===== config.mk =====
export PLATFORM = sky130hd
export DESIGN_NAME = lcd_bus_responder
export DESIGN_NICKNAME = d
export VERILOG_FILES = /design/src/rtl/lcd_pkg.sv /design/src/rtl/lcd_bus_sync.sv /design/src/rtl/lcd_bus_responder.sv
export SDC_FILE = /design/constraint.sdc
export NUM_CORES = 1
export LEC_CHECK = 0
export CAP_MARGIN = 20
export CORE_MARGIN = 1.5
export CORE_UTILIZATION = 45
export DETAILED_ROUTE_END_ITERATION = 16
export PLACE_DENSITY = 0.68
export SETUP_SLACK_MARGIN = 0.2
export SLEW_MARGIN = 20
export SYNTH_ARGS = -nofsm -noshare
export SYNTH_HDL_FRONTEND = slang
export SYNTH_SLANG_ARGS = --single-unit

===== constraint.sdc =====
create_clock -name clk -period 4.9 [get_ports clk]
set_clock_uncertainty 0.15 [all_clocks]
set_input_delay 0.49 -clock clk [delete_from_list [all_inputs] [get_ports clk]]
set_output_delay 0.49 -clock clk [all_outputs]
set_load 0.01 [all_outputs]

===== src/rtl/lcd_pkg.sv =====
// Shared constants, types and address helpers for the HD44780-style bus responder.
package lcd_pkg;

  localparam logic [7:0] LCD_SPACE = 8'h20;

  // Instruction opcodes and the masks that isolate their highest set bit.
  localparam logic [7:0] OP_CLEAR   = 8'h01;
  localparam logic [7:0] OP_HOME    = 8'h02;
  localparam logic [7:0] OP_ENTRY   = 8'h04;
  localparam logic [7:0] OP_DISP    = 8'h08;
  localparam logic [7:0] OP_SHIFT   = 8'h10;
  localparam logic [7:0] OP_FUNC    = 8'h20;
  localparam logic [7:0] OP_CGRAM   = 8'h40;
  localparam logic [7:0] OP_DDRAM   = 8'h80;
  localparam logic [7:0] MASK_CLEAR = 8'hFF;
  localparam logic [7:0] MASK_HOME  = 8'hFE;
  localparam logic [7:0] MASK_ENTRY = 8'hFC;
  localparam logic [7:0] MASK_DISP  = 8'hF8;
  localparam logic [7:0] MASK_SHIFT = 8'hF0;
  localparam logic [7:0] MASK_FUNC  = 8'hE0;
  localparam logic [7:0] MASK_CGRAM = 8'hC0;
  localparam logic [7:0] MASK_DDRAM = 8'h80;

  localparam logic [6:0] LINE0_BASE = 7'h00;
  localparam logic [6:0] LINE1_BASE = 7'h40;
  localparam logic [6:0] LINE0_END  = 7'h27;
  localparam logic [6:0] LINE1_END  = 7'h67;

  typedef enum logic [1:0] {ST_IDLE, ST_CLEAR, ST_BUSY} state_t;

  typedef struct packed {
    logic d;
    logic c;
    logic b;
  } disp_flags_t;

  typedef struct packed {
    logic dl;
    logic n;
    logic f;
  } func_flags_t;

  // Step the DDRAM address across the two-line map; addresses past a line end jump to the next line.
  function automatic logic [6:0] ac_next(input logic [6:0] cur, input logic inc);
    if (inc) begin
      if (cur < LINE1_BASE) return (cur >= LINE0_END) ? LINE1_BASE : cur + 7'd1;
      return (cur >= LINE1_END) ? LINE0_BASE : cur + 7'd1;
    end
    if (cur == LINE0_BASE) return LINE1_END;
    if (cur == LINE1_BASE) return LINE0_END;
    return cur - 7'd1;
  endfunction

  // Only the first 16 columns of each line are backed by the buffer.
  function automatic logic ddram_visible(input logic [6:0] cur);
    return (cur[6:4] == 3'b000) || (cur[6:4] == 3'b100);
  endfunction

  function automatic logic [4:0] ddram_index(input logic [6:0] cur);
    return {cur[6], cur[3:0]};
  endfunction

endpackage


===== src/rtl/lcd_bus_sync.sv =====
// Synchronizes the asynchronous LCD bus and flags each falling edge of E,
// presenting RS/RW/data as sampled while E was still high.
module lcd_bus_sync #(
  parameter int STAGES = 2
) (
  input  logic       clk,
  input  logic       rst,
  input  logic       lcd_rs,
  input  logic       lcd_rw,
  input  logic       lcd_e,
  input  logic [7:0] lcd_data,
  output logic       fall,
  output logic       cap_rs,
  output logic       cap_rw,
  output logic [7:0] cap_data
);

  // Bus word layout: {rs, rw, e, data[7:0]}.
  logic [10:0] sync_q [STAGES];
  logic [10:0] last_q;

  // NOTE: sequential state uses non-blocking assignments so every flop samples pre-edge values.
  always_ff @(posedge clk) begin
    if (rst) begin
      for (int i = 0; i < STAGES; i++) sync_q[i] <= '0;
      last_q <= '0;
    end else begin
      sync_q[0] <= {lcd_rs, lcd_rw, lcd_e, lcd_data};
      for (int i = 1; i < STAGES; i++) sync_q[i] <= sync_q[i-1];
      last_q <= sync_q[STAGES-1];
    end
  end

  assign fall     = last_q[8] & ~sync_q[STAGES-1][8];
  assign cap_rs   = last_q[10];
  assign cap_rw   = last_q[9];
  assign cap_data = last_q[7:0];

endmodule


===== src/rtl/lcd_bus_responder.sv =====
// Display end of the 8-bit LCD bus: decodes transfers, tracks the address counter,
// flags and busy time, and holds a 2x16 character buffer with a registered readback.
module lcd_bus_responder
  import lcd_pkg::*;
#(
  parameter int SYNC_STAGES = 2,
  parameter int BUSY_SHORT  = 4,
  parameter int BUSY_LONG   = 160
) (
  input  logic       clk,
  input  logic       rst,
  input  logic       lcd_rs,
  input  logic       lcd_rw,
  input  logic       lcd_e,
  input  logic [7:0] lcd_data,
  input  logic [4:0] rd_idx,
  output logic [7:0] rd_char,
  output logic [6:0] ac,
  output logic       busy,
  output logic [2:0] disp_flags,
  output logic [2:0] func_flags,
  output logic       cmd_strobe,
  output logic [8:0] cmd_byte,
  output logic [7:0] violation_cnt
);

  localparam logic [15:0] SHORT_LD = 16'(BUSY_SHORT);
  localparam logic [15:0] LONG_LD  = 16'(BUSY_LONG);
  localparam logic [15:0] TAIL_LD  = (BUSY_LONG > 32) ? 16'(BUSY_LONG - 32) : 16'd0;

  logic        fall, cap_rs, cap_rw;
  logic [7:0]  cap_data;
  logic        wr_edge, accept;

  state_t      state;
  logic [4:0]  clr_idx;
  logic [15:0] busy_cnt;
  logic        id_q, cgram_q;
  logic        entry_s_unused;  // S is kept for completeness; display shift is not modelled
  disp_flags_t disp_q;
  func_flags_t func_q;

  logic [7:0]  char_buf [32];
  logic        buf_we;
  logic [4:0]  buf_waddr;
  logic [7:0]  buf_wdata;

  lcd_bus_sync #(.STAGES(SYNC_STAGES)) u_sync (
    .clk      (clk),
    .rst      (rst),
    .lcd_rs   (lcd_rs),
    .lcd_rw   (lcd_rw),
    .lcd_e    (lcd_e),
    .lcd_data (lcd_data),
    .fall     (fall),
    .cap_rs   (cap_rs),
    .cap_rw   (cap_rw),
    .cap_data (cap_data)
  );

  assign wr_edge    = fall & ~cap_rw;
  assign accept     = wr_edge & (state == ST_IDLE);
  assign busy       = (state != ST_IDLE);
  assign disp_flags = disp_q;
  assign func_flags = func_q;

  always_ff @(posedge clk) begin
    if (rst) begin
      state          <= ST_CLEAR;
      clr_idx        <= '0;
      busy_cnt       <= '0;
      ac             <= LINE0_BASE;
      id_q           <= 1'b1;
      entry_s_unused <= 1'b0;
      cgram_q        <= 1'b0;
      disp_q         <= '0;
      func_q         <= '0;
      cmd_strobe     <= 1'b0;
      cmd_byte       <= '0;
      violation_cnt  <= '0;
    end else begin
      cmd_strobe <= accept;
      if (accept) cmd_byte <= {cap_rs, cap_data};
      if (wr_edge && busy && violation_cnt != 8'hFF) violation_cnt <= violation_cnt + 8'd1;

      unique case (state)
        ST_CLEAR: begin
          clr_idx <= clr_idx + 5'd1;
          if (clr_idx == 5'd31) begin
            busy_cnt <= TAIL_LD;
            state    <= (TAIL_LD == 16'd0) ? ST_IDLE : ST_BUSY;
          end
        end
        ST_BUSY: begin
          busy_cnt <= busy_cnt - 16'd1;
          if (busy_cnt <= 16'd1) state <= ST_IDLE;
        end
        default: if (accept) begin
          state    <= ST_BUSY;
          busy_cnt <= SHORT_LD;
          if (cap_rs) begin
            ac <= ac_next(ac, id_q);
          end else if ((cap_data & MASK_DDRAM) == OP_DDRAM) begin
            ac      <= cap_data[6:0];
            cgram_q <= 1'b0;
          end else if ((cap_data & MASK_CGRAM) == OP_CGRAM) begin
            cgram_q <= 1'b1;
          end else if ((cap_data & MASK_FUNC) == OP_FUNC) begin
            func_q <= cap_data[4:2];
          end else if ((cap_data & MASK_SHIFT) == OP_SHIFT) begin
            if (!cap_data[3]) ac <= ac_next(ac, cap_data[2]);
          end else if ((cap_data & MASK_DISP) == OP_DISP) begin
            disp_q <= cap_data[2:0];
          end else if ((cap_data & MASK_ENTRY) == OP_ENTRY) begin
            id_q           <= cap_data[1];
            entry_s_unused <= cap_data[0];
          end else if ((cap_data & MASK_HOME) == OP_HOME) begin
            ac       <= LINE0_BASE;
            busy_cnt <= LONG_LD;
          end else if ((cap_data & MASK_CLEAR) == OP_CLEAR) begin
            ac      <= LINE0_BASE;
            id_q    <= 1'b1;
            cgram_q <= 1'b0;
            clr_idx <= '0;
            state   <= ST_CLEAR;
          end
        end
      endcase
    end
  end

  // NOTE: every always_comb output gets a default first, so no path can infer a latch.
  always_comb begin
    buf_we    = 1'b0;
    buf_waddr = clr_idx;
    buf_wdata = LCD_SPACE;
    if (state == ST_CLEAR) begin
      buf_we = 1'b1;
    end else if (accept && cap_rs && !cgram_q && ddram_visible(ac)) begin
      buf_we    = 1'b1;
      buf_waddr = ddram_index(ac);
      buf_wdata = cap_data;
    end
  end

  // NOTE: the character buffer has no reset; the clear sweep started by reset initializes it.
  always_ff @(posedge clk) begin
    if (buf_we) char_buf[buf_waddr] <= buf_wdata;
  end

  always_ff @(posedge clk) begin
    if (rst) rd_char <= '0;
    else     rd_char <= char_buf[rd_idx];
  end

endmodule


==> results by group, run 1 <==
CTS
  – H-tree depth: 2
  – Clock Latency Late Sink: between 500 and 600 ps
  – Post-CTS setup buffer count: 0
  – CTS Sinks: about 350
  – Cts hold-fix bufs: 0
  – Reg clk slew, reported paths: 60 ps
  – Clk buf depth: 3
  – Post_cts resized: 0
  – Root buf cell: clkbuf_16
  – CTS Buf Count: 37
  – CTS tree: done

Power
  – Switching part of the total: 0.2495
  – P_leak: 5.938 nW
  – Clock power share: 0.393
  – Maximum VDD drop: 0.4087 mV
  – Combinational fraction of design power: 0.124
  – Sequential share of power: 0.483
  – Total power: ~7 mW
  – Pint: about 5.3 mW
  – NetSw: ~1.8 mW
  – Pwr per Cell Area: around 430 mW/mm²

Outcome
  – Status: finished, final reports clean

Route
  – Routed WL per cell: approximately 21 µm
  – Avg Vias per Cell: between 5 and 6
  – Routed vias: between 8000 and 9000
  – Drt first pass iters: 5
  – Initial drt markers: between 800 and 900
  – Routed Wire Length: about 31000 µm
  – Remaining DRCs: 0
  – Post-DRT Antenna Nets: 0

STA
  – Max Clock Freq: 0.2656 GHz
  – Fin. Hold Viols: 0
  – Final setup TNS: 0 ps
  – Pins Over Slew Limit: 0
  – RSZ-0062 raised after global routing: false
  – Final setup fails: 0
  – Final period utilization: 0.7685
  – Slew HR: 0.2398
  – Min Tclk post-route: between 3000 and 4000 ps
  – Worst-Margin Slew: around 1100 ps

Logic synthesis
  – Post-Syn Area per Cell: between 10 and 15 µm²
  – Yosys warning count: 0
  – Sequential fraction of the synthesis area: 0.6704
  – EDFF count, synth: roughly 260
  – Main synth FF type: edfxtp_1
  – Syn Inst Count: 970
  – Post-Synthesis Cell Area: around 0.014 mm²
  – Post-Syn Nets: roughly 1000
  – Post-synthesis register bit count: 353
  – Async set or reset register ratio after synthesis: 0
  – Netlist cell types: between 70 and 80

Placed design
  – IO Port Bufs: 57
  – Dpl hpwl: slightly below 20000 µm
  – GP Congestion: 0.8068

Die
  – Cell Rows: 65
  – Total die area: about 0.033 mm²
  – Core area: roughly 0.031 mm²
  – Die height: ~180 µm
  – Chip width: around 180 µm
  – Num ports: between 50 and 60
  – Initial core utilization: 0.4563

Worst setup path
  – Worst reg2reg path endpoint: char_buf[4][5]$_DFFE_PP_
  – Cells along the critical path: inv_1 > ha_1 > or4b_1 > nor3_4 > mux2i_1 > nand2_1 > nor2_1
  – Crit-path slowest cell: nor2_1
  – Max incr delay on CP: ~620 ps
  – Worst flop-to-flop path startpoint: state[1]$_SDFFE_PP0P_
  – CP required: 4900 ps
  – Path depth of the worst reg2reg path: 7
  – Arr. time, crit path: roughly 3800 ps
  – CP delay by family, top: simple AND/OR/NAND/NOR gates
  – Worst setup EP type: flip-flop
  – Buffers and inverters on the worst path: 1
  – Max Fanout on Critical Path: 15
  – Reg2reg setup slack: ~1100 ps
  – Worst Setup Start Kind: flip-flop
  – Kind of critical path: flip-flop to flip-flop

Global route
  – Vias in the first global route: between 8000 and 9000
  – GRT overflow: 0
  – First-pass GRT wire length: 48010 µm
  – Tot GR Track Use: 0.1904
  – Largest net degree at the start of global routing: 62
  – Initial antenna violation count: 0

Layout
  – Area growth syn-to-layout: 14.93%
  – # diodes: 0
  – Multi-input logic area: ~0.0044 mm²
  – Fillers: 2549
  – Layout cells sized above 1: 0.1551
  – Final #Nets: 1052
  – Register area: 0.009629 mm²

Min path
  – Hold path endpoint: u_sync.sync_q[0][18]$_SDFF_PP0_
  – Worst hold path cell count: 1
  – Startpoint of the worst hold path: u_sync.sync_q[0][7]$_SDFF_PP0_
  – Worst min-delay path class: flip-flop to flip-flop

Run
  – # Max-Cap Violations: 0
[cell usage after synthesis, types with 10 or more instances]
master / count / share of area
a21oi_1: 29 / 0.010
a221oi_1: 16 / 0.0098
a22o_1: 16 / 0.0098
clkbuf_1: 41 / 0.011
dfxtp_1: 97 / 0.14
edfxtp_1: 256 / 0.54
ha_1: 10 / 0.0087
inv_1: 10 / 0.0026
mux2i_1: 15 / 0.010
mux4_2: 64 / 0.10
nand2_1: 60 / 0.016
nand2b_1: 17 / 0.0074
nand3_1: 14 / 0.0049
nor2_1: 96 / 0.025
nor2b_1: 41 / 0.018
nor3_1: 17 / 0.0059
nor4_1: 11 / 0.0048
o21ai_0: 13 / 0.0045
o22ai_1: 10 / 0.0044
xnor2_1: 12 / 0.0073
[metrics by stage]
step,cell area [µm²],setup slack [ps],utilization,std cells,hold WS [ps]
2_1_floorplan,14360,1338,-,970,263.8
3_5_place_dp,15300,1062,0.4861,1387,271.7
5_1_grt,16510,815.5,0.5245,1453,297.7
4_1_cts,16510,1065,0.5245,1453,281.6
3_3_place_gp,15300,1224,0.4861,1387,266.9
6_report,16510,1135,0.5245,1453,282.6
[cell usage in the layout (no fill, tap or decap), types with 8 or more instances in the layout]
cell / instances
edfxtp_1: 256
dfxtp_1: 97
nor2_1: 96
mux4_2: 64
nand2_1: 60
clkdlybuf4s50_1: 54
nor2b_1: 41
clkbuf_16: 39
a21oi_1: 29
buf_4: 18
nand2b_1: 17
nor3_1: 17
a22o_1: 16
a221oi_1: 16
mux2i_1: 15
nand3_1: 14
o21ai_0: 13
xnor2_1: 12
inv_1: 10
nor4_1: 10
o22ai_1: 10
ha_1: 10
and2_1: 8
[cell type report]
| type | count | share of cell area |
|---|---|---|
| timing repair buffer | 74 | 0.04154 |
| clock buffer | 44 | 0.06094 |
| inverter | 10 | 0.002274 |
| sequential | 353 | 0.5833 |
| clock inverter | 22 | 0.01220 |
| multi-input combinational | 548 | 0.2692 |
| tap | 402 | 0.03047 |
[cells by family (layout without fill, tap and decap cells)]
group / Yosys count / count (layout) / share of synthesized area
multiplexers: 81 / 81 / 0.1124
flip-flops: 353 / 353 / 0.6704
XOR/XNOR: 18 / 18 / 0.01098
AO/OA/AOI/OAI: 133 / 133 / 0.06821
adder cells (fa/ha/maj): 10 / 10 / 0.008712
AND/OR/NAND/NOR: 306 / 306 / 0.1087
buffers and inverters: 69 / 150 / 0.02056
[state kept, by name (all words and copies together) (netlist names), 2 cells and up]
signal / cells
busy_cnt: 16
char_buf: 256
cmd_byte: 9
clr_idx: 5
rd_char: 8
violation_cnt: 8
state: 2
u_sync.sync_q: 22
u_sync.last_q: 11
disp_flags: 3
ac: 7
func_flags: 3
[power groups by stage]
stage	Sequential, mW	Combinational, mW	Clock, mW
after floorplan	3.44	0.661	0
after global placement	3.46	0.866	0
after detailed placement	3.46	0.885	0
after CTS	3.40	0.888	2.82
after global routing	3.42	0.976	2.94
final	3.40	0.877	2.77
[layer usage]
layer / global-route usage / wire length [µm] / up-vias
met2: 0.3058 / 14840 / 286
met5: 0 / 0 / -
met1: 0.2702 / 13600 / 4143
met4: 0.06067 / 734 / 0
li1: - / - / 3835
met3: 0.02667 / 1752 / 48
[worst max-delay path by stage]
stage | from | to | slack (ps) | depth (start not counted)
3_3_place_gp | state[1]$_SDFFE_PP0P_ | char_buf[5][2]$_DFFE_PP_ | 1220 | 7
4_1_cts | state[1]$_SDFFE_PP0P_ | char_buf[4][5]$_DFFE_PP_ | 1070 | 7
6_report | state[1]$_SDFFE_PP0P_ | char_buf[4][5]$_DFFE_PP_ | 1130 | 7
2_1_floorplan | state[1]$_SDFFE_PP0P_ | char_buf[0][2]$_DFFE_PP_ | 1340 | 4
5_1_grt | state[1]$_SDFFE_PP0P_ | char_buf[7][1]$_DFFE_PP_ | 820 | 7
3_5_place_dp | state[1]$_SDFFE_PP0P_ | char_buf[4][5]$_DFFE_PP_ | 1060 | 7
Power figures use the tool's default switching activity.
==> inputs of run 2 (changes only) <==
- PLACE_DENSITY: 0.68 -> 0.7
- clock period: 4.9 -> 3.1 ns (I/O delays scaled with it)
==> results by group, run 2 (synthesis results as in run 1) <==
Worst setup path
  – Arr. time, crit path: 2910 ps (-850 ps)
  – End point of the critical path: char_buf[10][3]$_DFFE_PP_
  – Max Fanout on Critical Path: 8 (-7)
  – Worst setup EP type: flip-flop
  – Worst Setup Start Kind: flip-flop
  – Worst reg2reg path endpoint: char_buf[10][3]$_DFFE_PP_
  – Kind of critical path: flip-flop to flip-flop
  – CP Launch Point: state[1]$_SDFFE_PP0P_
  – Reg2reg setup slack: 310 ps (-820 ps)
  – CP required: 3220 ps (-1680 ps)
  – Path depth of the worst reg2reg path: 10 (+3)
  – Worst flop-to-flop path startpoint: state[1]$_SDFFE_PP0P_

Run
  – # Max-Cap Violations: 0 (unchanged)

Placed design
  – IO Port Bufs: 57 (unchanged)
  – Dpl ws: 26.03 ps (-1036 ps)
  – GP Congestion: 0.8505 (+5.4%)
  – Dpl hpwl: 19910 µm (+2.4%)
  – DP Cell Count: 1429 (+3.0%)

Layout
  – # diodes: 0 (unchanged)
  – Multi-input logic area: 0.004521 mm² (+1.7%)
  – Area growth syn-to-layout: 18.41%
  – Commonest non-fill, non-tap cell in the layout: edfxtp_1
  – Fillers: 2486 (-2.5%)
  – Final #Nets: 1098 (+4.4%)
  – Biggest register: char_buf
  – Top flop regs: char_buf (256), u_sync.sync_q (22), busy_cnt (16)
  – Register area: 0.009629 mm² (unchanged)
  – Final design utilization: 0.5403 (+0.01586)
  – Largest register FFs: 256 (unchanged)
  – Commonest non-fill, non-tap cells in the layout: edfxtp_1, dfxtp_1, nor2_1
  – Layout cells sized above 1: 0.2058 (+0.05074)
  – Non-Filler Instances: 1500 (+3.2%)

Die
  – Chip width: 181.7 µm (unchanged)
  – Die height: 181.7 µm (unchanged)
  – Total die area: 0.03300 mm² (unchanged)
  – Num ports: 58 (unchanged)
  – Core area: 0.03147 mm² (unchanged)
  – Initial core utilization: 0.4563 (unchanged)
  – Cell Rows: 65 (unchanged)

STA
  – Final setup fails: 0 (unchanged)
  – Worst-Margin Slew: 720.3 ps (-417.8 ps)
  – Post-route setup slack: 311.4 ps (-823.2 ps)
  – Final setup TNS: 0 ps (unchanged)
  – Fin. Hold Viols: 0 (unchanged)
  – Final period utilization: 0.8995 (+0.1311)
  – Min Tclk post-route: 2789 ps (-976.8 ps)
  – Pins Over Slew Limit: 0 (unchanged)
  – Slew HR: 0.5177 (+0.2779)
  – Max Clock Freq: 0.3586 GHz (+35%)
  – RSZ-0062 raised after global routing: false

Outcome
  – Status: finished, final reports clean

Route
  – Drt first pass iters: 5 (unchanged)
  – Routed vias: 8493 (+2.2%)
  – Post-DRT Antenna Nets: 0 (unchanged)
  – Met3 WL: 2418 µm (+38%)
  – WL met1: 13670 µm (+0.51%)
  – Remaining DRCs: 0 (unchanged)
  – Initial drt markers: 899 (+7.5%)
  – Routed Wire Length: 31320 µm (+1.3%)
  – Top sig layer: met4
  – Routed WL per cell: 20.88 µm (-1.9%)
  – Avg Vias per Cell: 5.662 (-1.0%)
  – Met2 routed WL: 14600 µm (-1.6%)

CTS
  – CTS Sinks: 353 (unchanged)
  – Clock Latency Late Sink: 520 ps (about the same)
  – CTS Buf Count: 37 (unchanged)
  – Clk buf depth: 3 (unchanged)
  – H-tree depth: 2 (unchanged)
  – CTS tree: done
  – Root buf cell: clkbuf_16
  – Reg clk slew, reported paths: 60 ps (about the same)

Global route
  – Initial antenna violation count: 0 (unchanged)
  – Largest net degree at the start of global routing: 65 (+4.8%)
  – First-pass GRT wire length: 49720 µm (+3.6%)
  – Tot GR Track Use: 0.1962 (+0.005774)
  – Vias in the first global route: 8542 (+5.8%)
  – GRT overflow: 0 (unchanged)

Power
  – Maximum VDD drop: 0.3678 mV (-10%)
  – P_leak: 6.226 nW (+4.9%)
  – Pwr per Cell Area: 666.7 mW/mm² (+56%)
  – Total power: 11.34 mW (+61%)

Min path
  – Worst min-delay path class: input port to flip-flop
==> run 2: worst min path at each step <==
stage | from | endpoint | slack [ps] | cells after the start
6_report | lcd_rw | u_sync.sync_q[0][9]$_SDFF_PP0_ | 190 | 2
5_1_grt | lcd_data[5] | u_sync.sync_q[0][5]$_SDFF_PP0_ | 190 | 2
4_1_cts | rst | busy_cnt[2]$_SDFFE_PP0P_ | 180 | 2
3_5_place_dp | u_sync.sync_q[0][8]$_SDFF_PP0_ | u_sync.sync_q[0][19]$_SDFF_PP0_ | 270 | 1
3_3_place_gp | u_sync.sync_q[0][15]$_SDFF_PP0_ | u_sync.last_q[4]$_SDFF_PP0_ | 270 | 1
2_1_floorplan | u_sync.sync_q[0][11]$_SDFF_PP0_ | u_sync.last_q[0]$_SDFF_PP0_ | 260 | 1
==> run 2: critical path: stages, from the launching register on <==
cell	delay (ps)
dfxtp_1	350
inv_1	70
ha_1	190
or4b_4	530
nor3_4	180
buf_6	160
buf_4	110
mux2_2	380
nand2_1	190
nor2_1	60
buf_4	180
==> run 2: area by class of cell <==
cell class,count,area share
tap,402,0.02958
clock buffer,49,0.05952
clock inverter,18,0.01317
sequential,353,0.5662
inverter,10,0.002207
timing repair buffer,120,0.06349
multi-input combinational,548,0.2658
==> run 2: what timing repair did <==
action | in CTS | in global routing
pin swaps | 1 | 0
endpoints found under the hold margin | 0 | 0
resized for setup | 3 | 17
setup buffers | 4 | 0
hold buffers | 0 | 0
endpoints found under the setup margin | 187 | 146
==> run 2: per-layer routing <==
layer	vias up	global-route usage
li1	3928	-
met1	4128	0.2805
met2	383	0.3103
met3	54	0.03710
met4	0	0.05133
met5	-	0
==> run 2: power breakdown <==
group          leakage (nW)  internal [mW]  switching (mW)  total, mW
Sequential             3.66           5.24           0.151       5.39
Combinational          1.95          0.615           0.871       1.49
Clock                 0.608           2.72            1.74       4.46
==> run 2: metrics by stage <==
stage | hold WS, ps | area, µm²
floorplan | 263.8 | 14370
global placement | 268.0 | 15660
detailed placement | 270.4 | 15660
CTS | 177.6 | 16940
global route | 188.4 | 17010
finish | 190.7 | 17010
==> inputs of run 3 (changes only) <==
- CELL_PAD_IN_SITES_DETAIL_PLACEMENT: default -> 1
- CELL_PAD_IN_SITES_GLOBAL_PLACEMENT: default -> 2
- CORE_UTILIZATION: 45 -> 40
- PLACE_DENSITY: 0.7 -> 0.81
==> results by group, run 3 (synthesis results as in run 1) <==
Global route
  – Tot GR Track Use: 0.2019 (+0.005660)
  – Initial antenna violation count: 0 (unchanged)
  – First-pass GRT wire length: 56110 µm (+13%)
  – GRT overflow: 0 (unchanged)
  – Largest net degree at the start of global routing: 57 (-12%)
  – Vias in the first global route: 9326 (+9.2%)

Placed design
  – GP Congestion: 0.7812 (-8.1%)
  – DP Area: 0.01581 mm² (+0.92%)
  – Dpl hpwl: 23730 µm (+19%)
  – Dpl ws: 4.598 ps (-21.43 ps)
  – DP Cell Count: 1494 (+4.5%)
  – IO Port Bufs: 57 (unchanged)

Die
  – Core area: 0.03548 mm² (+13%)
  – Total die area: 0.03705 mm² (+12%)
  – Die height: 192.5 µm (+6.0%)
  – Cell Rows: 69 (+6.2%)
  – Chip width: 192.5 µm (+6.0%)
  – Num ports: 58 (unchanged)
  – Initial core utilization: 0.4048 (-0.05156)

Layout
  – Commonest non-fill, non-tap cells in the layout: edfxtp_1, dfxtp_1, nor2_1
  – Area growth syn-to-layout: 19.06%
  – Top flop regs: char_buf (256), u_sync.sync_q (22), busy_cnt (16)
  – Final design utilization: 0.4819 (-0.05840)
  – # diodes: 0 (unchanged)
  – Commonest non-fill, non-tap cell in the layout: edfxtp_1
  – Non-Filler Instances: 1566 (+4.4%)
  – Layout cells sized above 1: 0.2054 (-0.0003989)
  – Biggest register: char_buf
  – Largest register FFs: 256 (unchanged)
  – Final #Nets: 1104 (+0.55%)
  – Final instance area: 0.01710 mm² (+0.55%)

Route
  – Drt first pass iters: 5 (unchanged)
  – Initial drt markers: 764 (-15%)
  – Routed vias: 8708 (+2.5%)
  – Remaining DRCs: 0 (unchanged)
  – Routed WL per cell: 23.17 µm (+11%)
  – Avg Vias per Cell: 5.561 (-1.8%)
  – Post-DRT Antenna Nets: 0 (unchanged)
  – Routed Wire Length: 36280 µm (+16%)

STA
  – Fin. Hold Viols: 0 (unchanged)
  – Worst-Margin Slew: 731.8 ps (+11.55 ps)
  – Max Clock Freq: 0.3551 GHz (-0.97%)
  – RSZ-0062 raised after global routing: false
  – Final period utilization: 0.9083 (+0.008779)
  – Final setup fails: 0 (unchanged)
  – Min Tclk post-route: 2816 ps (+27.21 ps)
  – Post-route setup slack: 284.2 ps (-27.21 ps)
  – Slew HR: 0.5115 (-0.006196)
  – Pins Over Slew Limit: 0 (unchanged)
  – Final setup TNS: 0 ps (unchanged)
  – Hold WS: 74.11 ps (-116.6 ps)

Worst setup path
  – Worst setup EP type: flip-flop
  – Max Fanout on Critical Path: 6 (-2)
  – Kind of critical path: flip-flop to flip-flop
  – Buffers and inverters on the worst path: 3 (-1)
  – CP required: 3180 ps (-40 ps)
  – Cells along the critical path: inv_1 > ha_1 > or4b_4 > nor3_4 > buf_12 > mux2i_4 > nand2_1 > nor2_2 > buf_4
  – Worst Setup Start Kind: flip-flop
  – Crit-path slowest cell: or4b_4
  – CP delay by family, top: simple AND/OR/NAND/NOR gates
  – Arr. time, crit path: 2890 ps (-20 ps)
  – Max incr delay on CP: 520 ps (about the same)

CTS
  – CTS Sinks: 353 (unchanged)
  – CTS Buf Count: 39 (+5.4%)
  – Root buf cell: clkbuf_16
  – CTS tree: done
  – Cts hold-fix bufs: 0 (unchanged)
  – H-tree depth: 2 (unchanged)
  – Clock Latency Late Sink: 530 ps (about the same)
  – Clk buf depth: 3 (unchanged)
  – Reg clk slew, reported paths: 60 ps (about the same)

Power
  – Pint: 8.406 mW (-2.0%)
  – Pwr per Cell Area: 659.6 mW/mm² (-1.1%)
  – Combinational fraction of design power: 0.134 (+0.003)
  – Maximum VDD drop: 0.3684 mV (+0.16%)
  – Total power: 11.28 mW (-0.52%)
  – Sequential share of power: 0.478 (+0.003)
  – NetSw: 2.873 mW (+4.1%)
  – Switching part of the total: 0.2547 (+0.01126)
  – P_leak: 6.232 nW (about the same)
  – Clock power share: 0.388 (-0.006)

Run
  – # Max-Cap Violations: 0 (unchanged)

Min path
  – Worst min-delay path class: input port to flip-flop

Outcome
  – Status: finished, final reports clean
## run 3: changes by cell type in the layout (fill, tap and decap cells not counted), sizes merged
| cell | delta |
|---|---|
| clkinv | +7 |
| buf | +4 |
| bufinv | -3 |
| inv | -2 |
| clkbuf | +1 |
## run 3: metal layers
metal | GRT usage | vias up | wire length (µm)
li1 | - | 3920 | -
met1 | 0.2727 | 4465 | 15790
met2 | 0.3395 | 262 | 17770
met3 | 0.03273 | 61 | 1838
met4 | 0.05218 | 0 | 885
met5 | 0 | - | 0
## run 3: worst register-to-register path, stage by stage (launching register included)
cell and delay, ps:
dfxtp_1 360, inv_1 70, ha_1 190, or4b_4 520, nor3_4 190, buf_12 160
mux2i_4 320, nand2_1 210, nor2_2 180, buf_4 160
## run 3: worst paths after layout
check                                                     from                         endpoint  slack [ps]  cells after the start
worst max-delay path                     state[1]$_SDFFE_PP0P_         char_buf[1][4]$_DFFE_PP_         280                      9
worst min-delay path                                       rst            cmd_strobe$_SDFF_PP0_          70                      2
worst max register to register           state[1]$_SDFFE_PP0P_         char_buf[1][4]$_DFFE_PP_         280                      9
worst min register to register  u_sync.sync_q[0][4]$_SDFF_PP0_  u_sync.sync_q[0][15]$_SDFF_PP0_         280                      1
## run 3: power by group through the flow
stage	Sequential, mW	Combinational (mW)	Clock (mW)
6_report	5.39	1.52	4.37
5_1_grt	5.42	1.66	4.63
4_1_cts	5.40	1.53	4.46
3_5_place_dp	5.49	1.50	0
3_3_place_gp	5.48	1.47	0
2_1_floorplan	5.43	1.04	0
## run 3: repair_timing
| action | 4_1_cts | 5_1_grt |
|---|---|---|
| pin swaps | 1 | 1 |
| gates cloned | 0 | 0 |
| gates resized for setup | 11 | 6 |
| setup endpoints to repair | 256 | 183 |
| buffers inserted | 2 | 0 |
## run 3: area by class of cell
| type | count | area [µm²] |
|---|---|---|
| inverters | 10 | 37.54 |
| clock inverters | 20 | 158.9 |
| fillers | 3463 | 18380 |
| multi-input cells | 548 | 4514 |
| clock buffers | 50 | 1047 |
| well taps | 461 | 576.8 |
| repair buffers | 124 | 1136 |
| flip-flops and latches | 353 | 9629 |
